--- config.mk ---
export PLATFORM = sky130hd
export DESIGN_NAME = switch_box_config_loader
export DESIGN_NICKNAME = d
export VERILOG_FILES = /design/src/rtl/switch_box_config_loader.sv
export SDC_FILE = /design/constraint.sdc
export NUM_CORES = 1
export LEC_CHECK = 0
export CAP_MARGIN = 20
export CORE_ASPECT_RATIO = 0.8
export CORE_UTILIZATION = 54
export CTS_BUF_LIST = sky130_fd_sc_hd__clkbuf_4 sky130_fd_sc_hd__clkbuf_8 sky130_fd_sc_hd__clkbuf_16
export DETAILED_ROUTE_END_ITERATION = 8
export PLACE_DENSITY_LB_ADDON = 0.2
export SYNTH_ARGS = -nofsm -noshare
export SYNTH_HDL_FRONTEND = slang
export SYNTH_SLANG_ARGS = --single-unit
--- constraint.sdc ---
create_clock -name clk -period 1.9 [get_ports clk]
set_input_delay 0.19 -clock clk [delete_from_list [all_inputs] [get_ports clk]]
set_output_delay 0.19 -clock clk [all_outputs]
set_load 0.01 [all_outputs]
--- src/rtl/switch_box_config_loader.sv ---
// Double-buffered configuration loader for one switch box: streams DW-bit words
// into a shadow register and commits the full vector to c in a single edge.
module switch_box_config_loader #(
  parameter int WS = 8,
  parameter int WD = 8,
  parameter int DW = 8,
  localparam int CB = (WS + WD / 2) * 8,
  localparam int NW = (CB + DW - 1) / DW,
  localparam int CW = $clog2(NW + 1)
) (
  input  logic          clk,
  input  logic          rst,
  input  logic          start,
  input  logic          abort,
  input  logic [DW-1:0] in_data,
  input  logic          in_valid,
  output logic          in_ready,
  output logic          busy,
  output logic          done,
  output logic          aborted,
  output logic [CB-1:0] c
);

  typedef enum logic [1:0] {IDLE, LOAD, APPLY} state_t;

  state_t        state_reg, state_next;
  logic [CW-1:0] count_reg, count_next;
  logic [CB-1:0] shadow_reg, shadow_next;
  logic [CB-1:0] c_reg, c_next;
  logic          done_reg, done_next;
  logic          aborted_reg, aborted_next;
  logic          accept;
  logic          clear_shadow;

  // Once all NW words are in, LOAD lingers one cycle with in_ready low before APPLY.
  assign in_ready = (state_reg == LOAD) && (count_reg < CW'(NW));
  assign accept   = in_ready && in_valid && !abort;
  assign busy     = (state_reg != IDLE);
  assign done     = done_reg;
  assign aborted  = aborted_reg;
  assign c        = c_reg;

  // One slice per word; the last slice is narrower when CB is not a multiple of DW.
  for (genvar gi = 0; gi < NW; gi++) begin : g_word
    localparam int LO = gi * DW;
    localparam int WB = ((CB - LO) < DW) ? (CB - LO) : DW;
    assign shadow_next[LO +: WB] =
        clear_shadow                           ? '0 :
        (accept && (count_reg == CW'(gi)))     ? in_data[WB-1:0] :
                                                 shadow_reg[LO +: WB];
  end

  always_comb begin
    state_next   = state_reg;
    count_next   = count_reg;
    c_next       = c_reg;
    done_next    = 1'b0;
    aborted_next = 1'b0;
    clear_shadow = 1'b0;
    case (state_reg)
      IDLE: begin
        if (start) begin
          state_next = LOAD;
          count_next = '0;
        end
      end
      LOAD: begin
        if (abort) begin
          state_next   = IDLE;
          count_next   = '0;
          aborted_next = 1'b1;
          clear_shadow = 1'b1;
        end else if (count_reg == CW'(NW)) begin
          state_next = APPLY;
        end else if (accept) begin
          count_next = count_reg + CW'(1);
        end
      end
      APPLY: begin
        state_next = IDLE;
        c_next     = shadow_reg;
        done_next  = 1'b1;
      end
      default: state_next = IDLE;
    endcase
  end

  always_ff @(posedge clk) begin
    if (rst) begin
      state_reg   <= IDLE;
      count_reg   <= '0;
      shadow_reg  <= '0;
      c_reg       <= '0;
      done_reg    <= 1'b0;
      aborted_reg <= 1'b0;
    end else begin
      state_reg   <= state_next;
      count_reg   <= count_next;
      shadow_reg  <= shadow_next;
      c_reg       <= c_next;
      done_reg    <= done_next;
      aborted_reg <= aborted_next;
    end
  end

endmodule

==> flow_summary.ini <==
[critical_path]
rrSetupSlack_ns = 0.18
crit_type = flop to flop
crit_buf_inv = 1
slowest_delay_ns = 0.37
critical_path_arrival_ns = 2.06
reg2reg_depth = 5
crit_path_end_kind = flop
slowest_stage = nor3b_1
start_kind = flop
critPathTopFamily = simple AND/OR/NAND/NOR gates
reg2reg_from = count_reg[0]
cp.depth = 5
cp.required_ns = 2.24
cp_cell_sequence = inv_1, ha_1, nor3b_1, nand3_2, mux2i_1
reg2reg_to = shadow_reg[81]
cp_max_fo = 8

[routing]
first_pass_iters = 5
vias = 6005
viasPerCell = 5.48
drc_errors = 0
drt_iter0_drc = 374
postRouteAntennaNets = 0
wl_per_cell_microns = 16.3
drt_wl_total_microns = 17900

[sta]
timing.fmax_mhz = 580
rsz0062_at_grt = false
holdWs_ns = 0.222
skew_ns = 0.0101
setup_viol = 0
hold_violations = 0
fin_crit_ns = 1.72
slew_headroom_pct = 62.0
finalCritPeriodShare_pct = 90.8
tightest_slew_ns = 0.570
final-max-slew-violation-count = 0

[job]
drv_cap = 0

[global_routing]
grt_pass1_wl_microns = 29100
antenna_found_initial = 0
track_usage_pct = 25.4
grt_start_max_net_pins = 97
overflow = 0
grt_pass1_vias = 5875

[final_layout]
fin_util_pct = 70.2
num-nets-final = 920
drive_gt1_share_pct = 7.97
antenna_cells = 0
areaGrowthSynthToFinish_pct = 25.1
fillers = 1031

[power_and_ir_drop]
power_leakage_nw = 3.84
powerDensity_nw_per_um2 = 870
ir_drop_uv = 818

[cts]
clkSinkCount = 200
htreeDepth = 4
clk_latency_ns = 0.43
cts_buffers = 17
cts_tree = yes
clk_pin_slew_ns = 0.07
clock_path_buffers = 2
cts.root.buffer_cell = clkbuf_16

[hold_path]
hp-class = input port to flop
min_to = c[70]
hold_start = rst
min_path_cells = 2

[logic_synthesis]
ys.flop_type = dfxtp_1
yosysTopAreaCellShare_pct = 51.7
ys_top_cells_by_area = dfxtp_1 52%, mux2i_1 13%, nand3b_1 10%
syn-mean-instance-area_sq_um = 9.40
ys_async_sr_fraction_pct = 0
synth_top_cells_by_count = 200 x dfxtp_1, 194 x nand2_1, 106 x nand3b_1, 98 x a21oi_1, 97 x mux2i_1
syn-num-nets = 840
yosysSeqAreaShare_pct = 51.7
ys_ff_latch = 200
yosysWarnings = 0
syn_inst = 823
yosysMostFrequentCell = dfxtp_1
yosysUniqueCellTypes = 33
yosys.area.top_type = dfxtp_1
syn_area_sq_um = 7740
synth-edff-count = 0

[floorplan]
num_rows = 38
pin_count = 113
start_util_pct = 56.1
die_h_microns = 109
die_x_microns = 136
coreArea_sq_um = 13800
dieArea_sq_um = 14800

[placement]
io_buffers = 112
dp_hpwl_microns = 11100
gp_congestion = 0.925

[status]
status = complete, no violations
-- cells by family after synthesis --
kind of cell / share of synthesized area, %
adder cells (fa/ha/maj): 0.647
AO/OA/AOI/OAI: 7.45
buffers and inverters: 4.59
AND/OR/NAND/NOR: 23.0
flip-flops: 51.7
multiplexers: 12.5
-- area by class of cell --
class	count	area [sq um]	share of cell area, %
Clock buffer	25	510	5.27
Clock inverter	7	139	1.43
Sequential cell	200	4010	41.4
Inverter	5	18.8	0.194
Multi-Input combinational cell	545	3400	35.2
Timing Repair Buffer	134	1370	14.2
Tap cell	180	225	2.33
-- how the worst max path moves through the flow --
| stage | from | slack, ns | end |
|---|---|---|---|
| after floorplan | count_reg[0] | 0.47 | shadow_reg[66] |
| after global placement | abort | 0.01 | shadow_reg[84] |
| after detailed placement | abort | -0.08 | shadow_reg[76] |
| after CTS | state_reg[0] | 0.02 | busy |
| after global routing | count_reg[1] | 0.05 | shadow_reg[76] |
| final | count_reg[0] | 0.18 | shadow_reg[81] |
-- what timing repair did --
| action | CTS | global route |
|---|---|---|
| pin swaps | 0 | 0 |
| hold buffers | 0 | 0 |
| endpoints found under the hold margin | 0 | 0 |
| endpoints found under the setup margin | 2 | 1 |
| gates resized for setup | 5 | 1 |
| buffers inserted | 0 | 0 |
-- stage by stage --
stage               area [sq um]  std cells  setup TNS (ns)  power, W  setup WS (ns)
floorplan                   7740        823               0   0.00448          0.471
global placement            9020       1064               0   0.00461         0.0137
detailed placement          9020       1064           -1.62   0.00461        -0.0837
CTS                         9680       1096               0   0.00846         0.0187
global route                9680       1096               0   0.00866         0.0519
finish                      9680       1096               0   0.00842          0.175
-- metal layers --
layer | vias to the layer above | global-route usage (%) | part of all wire [%]
met5 | - | 0 | 0
met4 | 0 | 7.46 | 1.3
met3 | 15 | 5.95 | 3.9
met2 | 139 | 42.6 | 48
met1 | 2914 | 32.4 | 47
li1 | 2937 | - | -
-- power breakdown --
part | leakage, nW | internal [W] | switching, W
Combinational | 1.90 | 0.000125 | 0.000191
Clock | 0.325 | 0.00240 | 0.00150
Sequential | 1.61 | 0.00420 | 0.00000736
Total | 3.84 | 0.00673 | 0.00170
-- worst reg2reg max path, delay by kind of cell (launching register included) --
family	cells	cell delay, ns
buffers and inverters	1	0.11
muxes	1	0.28
and+or+nand+nor	2	0.70
DFF	1	0.35
adders and majority gates	1	0.20
-- cells in the final DEF (no fill, tap or decap), types with 2 or more instances in the layout --
cell / n
clkdlybuf4s50_1: 109
clkinv_2: 2
nand3_2: 8
clkbuf_4: 4
nor2b_1: 3
nand3b_1: 106
clkbuf_8: 4
and3_1: 3
mux2i_1: 97
dfxtp_2: 2
buf_4: 16
ha_1: 4
dfxtp_1: 197
clkbuf_16: 17
a21boi_0: 2
inv_1: 5
nand3_1: 5
nor2_1: 6
nand2_1: 194
bufinv_16: 4
o21ai_0: 2
a21oi_1: 98
buf_12: 7
(Power assumes the default switching activity.)
